**src/rtl/icache_direct_mapped.sv**
```systemverilog
// icache_direct_mapped: read-only direct-mapped instruction cache with zero-latency hits and a blocking line fill
module icache_direct_mapped #(
  parameter int INDEX_BITS = 3,
  parameter int TAG_BITS = 3,
  parameter int LINE_BITS = 128
) (
  input  logic                           CLK,
  input  logic                           RESET,
  input  logic [31:0]                    PC,
  output logic [31:0]                    INSTRUCTION,
  output logic                           BUSYWAIT,
  output logic                           MEM_READ,
  output logic [TAG_BITS+INDEX_BITS-1:0] MEM_ADDRESS,
  input  logic [LINE_BITS-1:0]           MEM_READDATA,
  input  logic                           MEM_BUSYWAIT
);
  localparam int LINES = 1 << INDEX_BITS;
  localparam int AW = TAG_BITS + INDEX_BITS;
  typedef enum logic [1:0] {S_IDLE, S_MEM_READ, S_UPDATE} state_t;
  state_t                state;
  logic [LINES-1:0]      valid;
  logic [TAG_BITS-1:0]   tag_store [LINES];
  logic [LINE_BITS-1:0]  data_store [LINES];
  logic [LINE_BITS-1:0]  fill_line;
  logic [TAG_BITS-1:0]   tag;
  logic [INDEX_BITS-1:0] index;
  logic [INDEX_BITS-1:0] fill_index;
  logic [1:0]            word;
  logic                  hit;
  logic                  unused_pc;
  assign tag = PC[AW+3:INDEX_BITS+4];
  assign index = PC[INDEX_BITS+3:4];
  assign word = PC[3:2];
  assign unused_pc = ^{PC[31:AW+4], PC[1:0]};
  assign fill_index = MEM_ADDRESS[INDEX_BITS-1:0];
  assign hit = valid[index] && (tag_store[index] == tag);
  assign INSTRUCTION = data_store[index][{word, 5'b0} +: 32];
  // A miss stalls the CPU in the same cycle; reset forces the stall off without a clock edge.
  assign BUSYWAIT = RESET && ((state != S_IDLE) || !hit);
  // Fill controller: latch the line address on a miss, wait for memory, then commit the line.
  always_ff @(posedge CLK or negedge RESET) begin
    if (!RESET) begin
      state <= S_IDLE;
      MEM_READ <= 1'b0;
      MEM_ADDRESS <= '0;
      valid <= '0;
    end else begin
      case (state)
        S_IDLE: if (!hit) begin
          state <= S_MEM_READ;
          MEM_READ <= 1'b1;
          MEM_ADDRESS <= {tag, index};
        end
        S_MEM_READ: if (!MEM_BUSYWAIT) begin
          state <= S_UPDATE;
          MEM_READ <= 1'b0;
        end
        S_UPDATE: begin
          state <= S_IDLE;
          valid[fill_index] <= 1'b1;
        end
        default: state <= S_IDLE;
      endcase
    end
  end
  // Line storage: capture the returned line, then write it with its tag using the latched address.
  always_ff @(posedge CLK) begin
    if (state == S_MEM_READ && !MEM_BUSYWAIT) fill_line <= MEM_READDATA;
    if (state == S_UPDATE) begin
      data_store[fill_index] <= fill_line;
      tag_store[fill_index] <= MEM_ADDRESS[AW-1:INDEX_BITS];
    end
  end
endmodule
```
**config.mk**
```make
export PLATFORM = sky130hd
export DESIGN_NAME = icache_direct_mapped
export DESIGN_NICKNAME = d
export VERILOG_FILES = /design/src/rtl/icache_direct_mapped.sv
export SDC_FILE = /design/constraint.sdc
export NUM_CORES = 1
export LEC_CHECK = 0
export ABC_AREA = 1
export BUFFER_PORTS_ARGS = -buffer_cell sky130_fd_sc_hd__buf_2
export CAP_MARGIN = 10
export CELL_PAD_IN_SITES_DETAIL_PLACEMENT = 0
export CELL_PAD_IN_SITES_GLOBAL_PLACEMENT = 1
export CORE_MARGIN = 4
export CORE_UTILIZATION = 35
export CTS_CLUSTER_SIZE = 25
export DETAILED_ROUTE_END_ITERATION = 8
export GPL_TIMING_DRIVEN = 0
export PLACE_DENSITY_LB_ADDON = 0.1
export SYNTH_ARGS = -nofsm -noshare
export SYNTH_HDL_FRONTEND = slang
export SYNTH_SLANG_ARGS = --single-unit
export TNS_END_PERCENT = 30
```
**constraint.sdc**
```tcl
create_clock -name CLK -period 6.85 [get_ports CLK]
set_clock_uncertainty 0.2 [all_clocks]
set_input_delay 1.7125 -clock CLK [delete_from_list [all_inputs] [get_ports CLK]]
set_output_delay 1.7125 -clock CLK [all_outputs]
set_load 0.02 [all_outputs]
```
==> metrics.md <==
| Metric | Value |
|---|---|
| Hold Fails Final Rpt | `0` |
| Cell area after synthesis | `45600 µm²` |
| Period minus WS final | `6.67 ns` |
| First-pass GRT wire length | `220 mm` |
| Relative slew slack | `19.1%` |
| Hold_buf cts | `0` |
| Reg area | `35700 µm²` |
| Clk pwr share | `39.2%` |
| CTS tree | `done` |
| Worst setup margin | `0.182 ns` |
| Largest area contributor in the netlist | `edfxtp_1` |
| Unrepaired setup endpoints after global routing | `false` |
| Multiplexer share of the synthesized area | `0%` |
| Max-Cap Viols | `0` |
| Hold Crit Class | `reg -> reg` |
| CP endpoint kind | `primary output` |
| Most used cell, CP | `buf_2` |
| Area of the core | `129000 µm²` |
| Post-synthesis sequential area ratio | `78.4%` |
| Vias per cell | `5.49` |
| Post-DR wirelength/cell | `29.3 µm` |
| Final setup violation count | `0` |
| Worst hold-check slack | `0.272 ns` |
| Num CTS Buffers | `138` |
| Syn Area/Cell | `14.5 µm²` |
| FF+latch count, synth | `1193` |
| Largest net degree at the start of global routing | `35` |
| H-Tree Depth | `4` |
| Worst Setup Path Type | `in -> out` |
| Most frequent cells in the layout | `edfxtp_1 (1176), nor2_1 (530), o21ai_0 (469), buf_2 (242), o221ai_1 (207)` |
| Fin Setup TNS | `0 ns` |
| Critical Path AT | `4.76 ns` |
| Yosys top cell area share | `77.4%` |
| DR vias | `29500` |
| Gpl congestion | `0.794` |
| Worst-path clk slew | `0.06 ns` |
| Fillers | `11900` |
| Drt total wl | `157 mm` |
| Util after Layout | `41.9%` |
| First drt pass iteration count | `5` |
| Post-Synth Simple-Gate Area | `7.87%` |
| Dpl ws | `-0.241 ns` |
| Library cells used by synthesis | `29` |
| Combinational share of power | `9.0%` |
| Sw Pwr | `4.50 mW` |
| GR Overflow Total | `0` |
| Outcome | `finished clean` |
| Max rail drop VDD | `0.227 mV` |
| Internal power | `13.4 mW` |
| Fin nets | `3688` |
| Ys Warns | `0` |
| Critical Path, Cell by Cell | `buf_2, inv_1, buf_2, buf_2, clkdlybuf4s15_2, o221ai_1, nand3_1, nand2_1, nand2_1, nand2_1, buf_2` |
| Critical Path Fanout Max | `10` |
| Count of buffers from port buffering | `176` |
| Slowest cell delay on critical path | `0.61 ns` |
| Initial antenna violation count | `10` |
| Footprint of the multi-input gates | `8650 µm²` |
| Post-Syn Instances | `3152` |
| # rows | `132` |
| Share of layout cells above drive strength 1 | `15.6%` |
| Max frequency | `0.150 GHz` |
| Clock latency on the worst-skew pair | `0.76 ns` |
| HPWL Detailed | `106 mm` |
| Reg power frac | `51.8%` |
| Die H | `369 µm` |
| Starting DRT DRC Count | `3165` |
| Synth Area in XOR/XNOR | `0%` |
| CP startpoint kind | `input port` |
| Critical Path Slowest Stage Cell | `clkdlybuf4s15_2` |
| Initial core utilization | `35.2%` |
| Pleak | `17.8 nW` |
| Post-Syn Nets | `3315` |
| Root buffer cell | `clkbuf_16` |
| PwrDens | `330 nW/µm²` |
| Synth async-reset ratio | `1.42%` |
| Synth Area in Adders | `0%` |
| CP required | `4.94 ns` |
| Commonest non-fill, non-tap cell in the layout | `edfxtp_1` |
| Fin crit share | `97.3%` |
| Die extent in x | `369 µm` |
| Top post-synthesis cells by area | `edfxtp_1 (77%), o21ai_0 (5.1%), nor2_1 (4.4%), o221ai_1 (4.0%), nand2_1 (1.5%)` |
| DIE AREA | `136000 µm²` |
| Ports | `203` |
| Final antenna-violating net count | `0` |
| Compound-gate portion of the synthesized area | `11.0%` |
| GRT Resource Usage Total | `22.8%` |
| Post-synth EDFFs | `1176` |
| Clk sinks | `1193` |
| Largest family of logic cells by synthesized area | `compound AO/OA/AOI/OAI gates` |
| Clock buffer depth | `3` |
| Switch share | `25.2%` |
| Measured slew at the worst slew-check pin | `1.21 ns` |
| Layout area overhead | `18.9%` |
| Top FF cell, synth | `edfxtp_1` |
| Final Slew Violations | `0` |
| # DRC | `0` |
| Vias in the first global route | `29500` |
==> through the flow <==
step	area [µm²]	cells	total power [mW]
after global placement	48700	5070	11.0
after floorplan	45600	3152	10.1
after CTS	54200	5366	18.0
final	54200	5369	17.9
after global routing	54200	5366	18.5
after detailed placement	49900	5127	11.0
==> power groups by stage <==
stage / logic (mW) / clock network [mW] / registers, mW
6_report: 1.61 / 7.00 / 9.25
5_1_grt: 1.73 / 7.45 / 9.31
4_1_cts: 1.63 / 7.15 / 9.25
3_3_place_gp: 1.44 / 0 / 9.55
3_5_place_dp: 1.62 / 0 / 9.39
2_1_floorplan: 0.755 / 0 / 9.31
==> worst max-delay path: cells and delay by family <==
family                 cells  cell delay (ns)
and+or+nand+nor            4             0.66
AOI/OAI and AO/OA          1             0.27
buffers and inverters      6             2.08
==> cells in the mapped netlist, types with 2 or more instances <==
library cell and n:
o22ai_1 49, clkbuf_1 95, nor2_1 539, o211ai_1 21, o21ai_1 72, clkbuf_2 9, or2_2 8, buf_6 16
dfrtp_1 17, o221ai_1 207, and2_1 4, nand2_1 187, nand3_1 126, o21ai_0 469, nand3_2 5, edfxtp_1 1176
buf_1 14, nor2_2 2, nand2_2 7, buf_2 66, inv_1 31, inv_2 3, buf_4 23
==> sequential cells by signal (all words and copies together), names as in the netlist <==
name and cells:
state 2, fill_line 128, tag_store 24, MEM_ADDRESS 6, valid 8, MEM_READ 1, data_store 1024
==> metal layers <==
layer / vias to the layer above / share of wire (%) / track usage [%]
li1: 12800 / - / -
met1: 15200 / 43 / 31.8
met2: 1314 / 46 / 36.1
met3: 208 / 7.7 / 4.55
met4: 0 / 2.7 / 7.04
met5: - / 0 / 0
==> cells by family (layout without fill, tap and decap cells) <==
group,after synthesis,in the layout
compound gates,819,819
buf+inv,258,730
flops,1193,1193
other cells,0,3
simple gates,882,882
==> final cells by class <==
class	count	share of cell area [%]
diodes	3	0.0139
repair buffers	234	3.87
clock buffers	177	6.88
inverters	34	0.235
clock inverters	62	0.940
multi-input cells	1701	16.0
flip-flops and latches	1193	65.9
well taps	1742	4.02
plain buffers	223	2.14
==> worst paths after layout <==
kind	from	endpoint	slack, ns	depth (start not counted)
min in group asynchronous	RESET	MEM_ADDRESS[5]	0.69	1
max in group asynchronous	RESET	valid[2]	5.46	1
min reg2reg	valid[5]	valid[5]	0.27	1
max reg2reg	state[1]	data_store[3][49]	3.88	8
max	PC[6]	INSTRUCTION[31]	0.18	11
min	valid[5]	valid[5]	0.27	1
==> what timing repair did <==
item / 4_1_cts / 5_1_grt
resized for setup: 3 / 0
setup buffers: 0 / 0
pin swaps: 0 / 0
endpoints found under the setup margin: 7 / 2
Power figures use the tool's default switching activity.
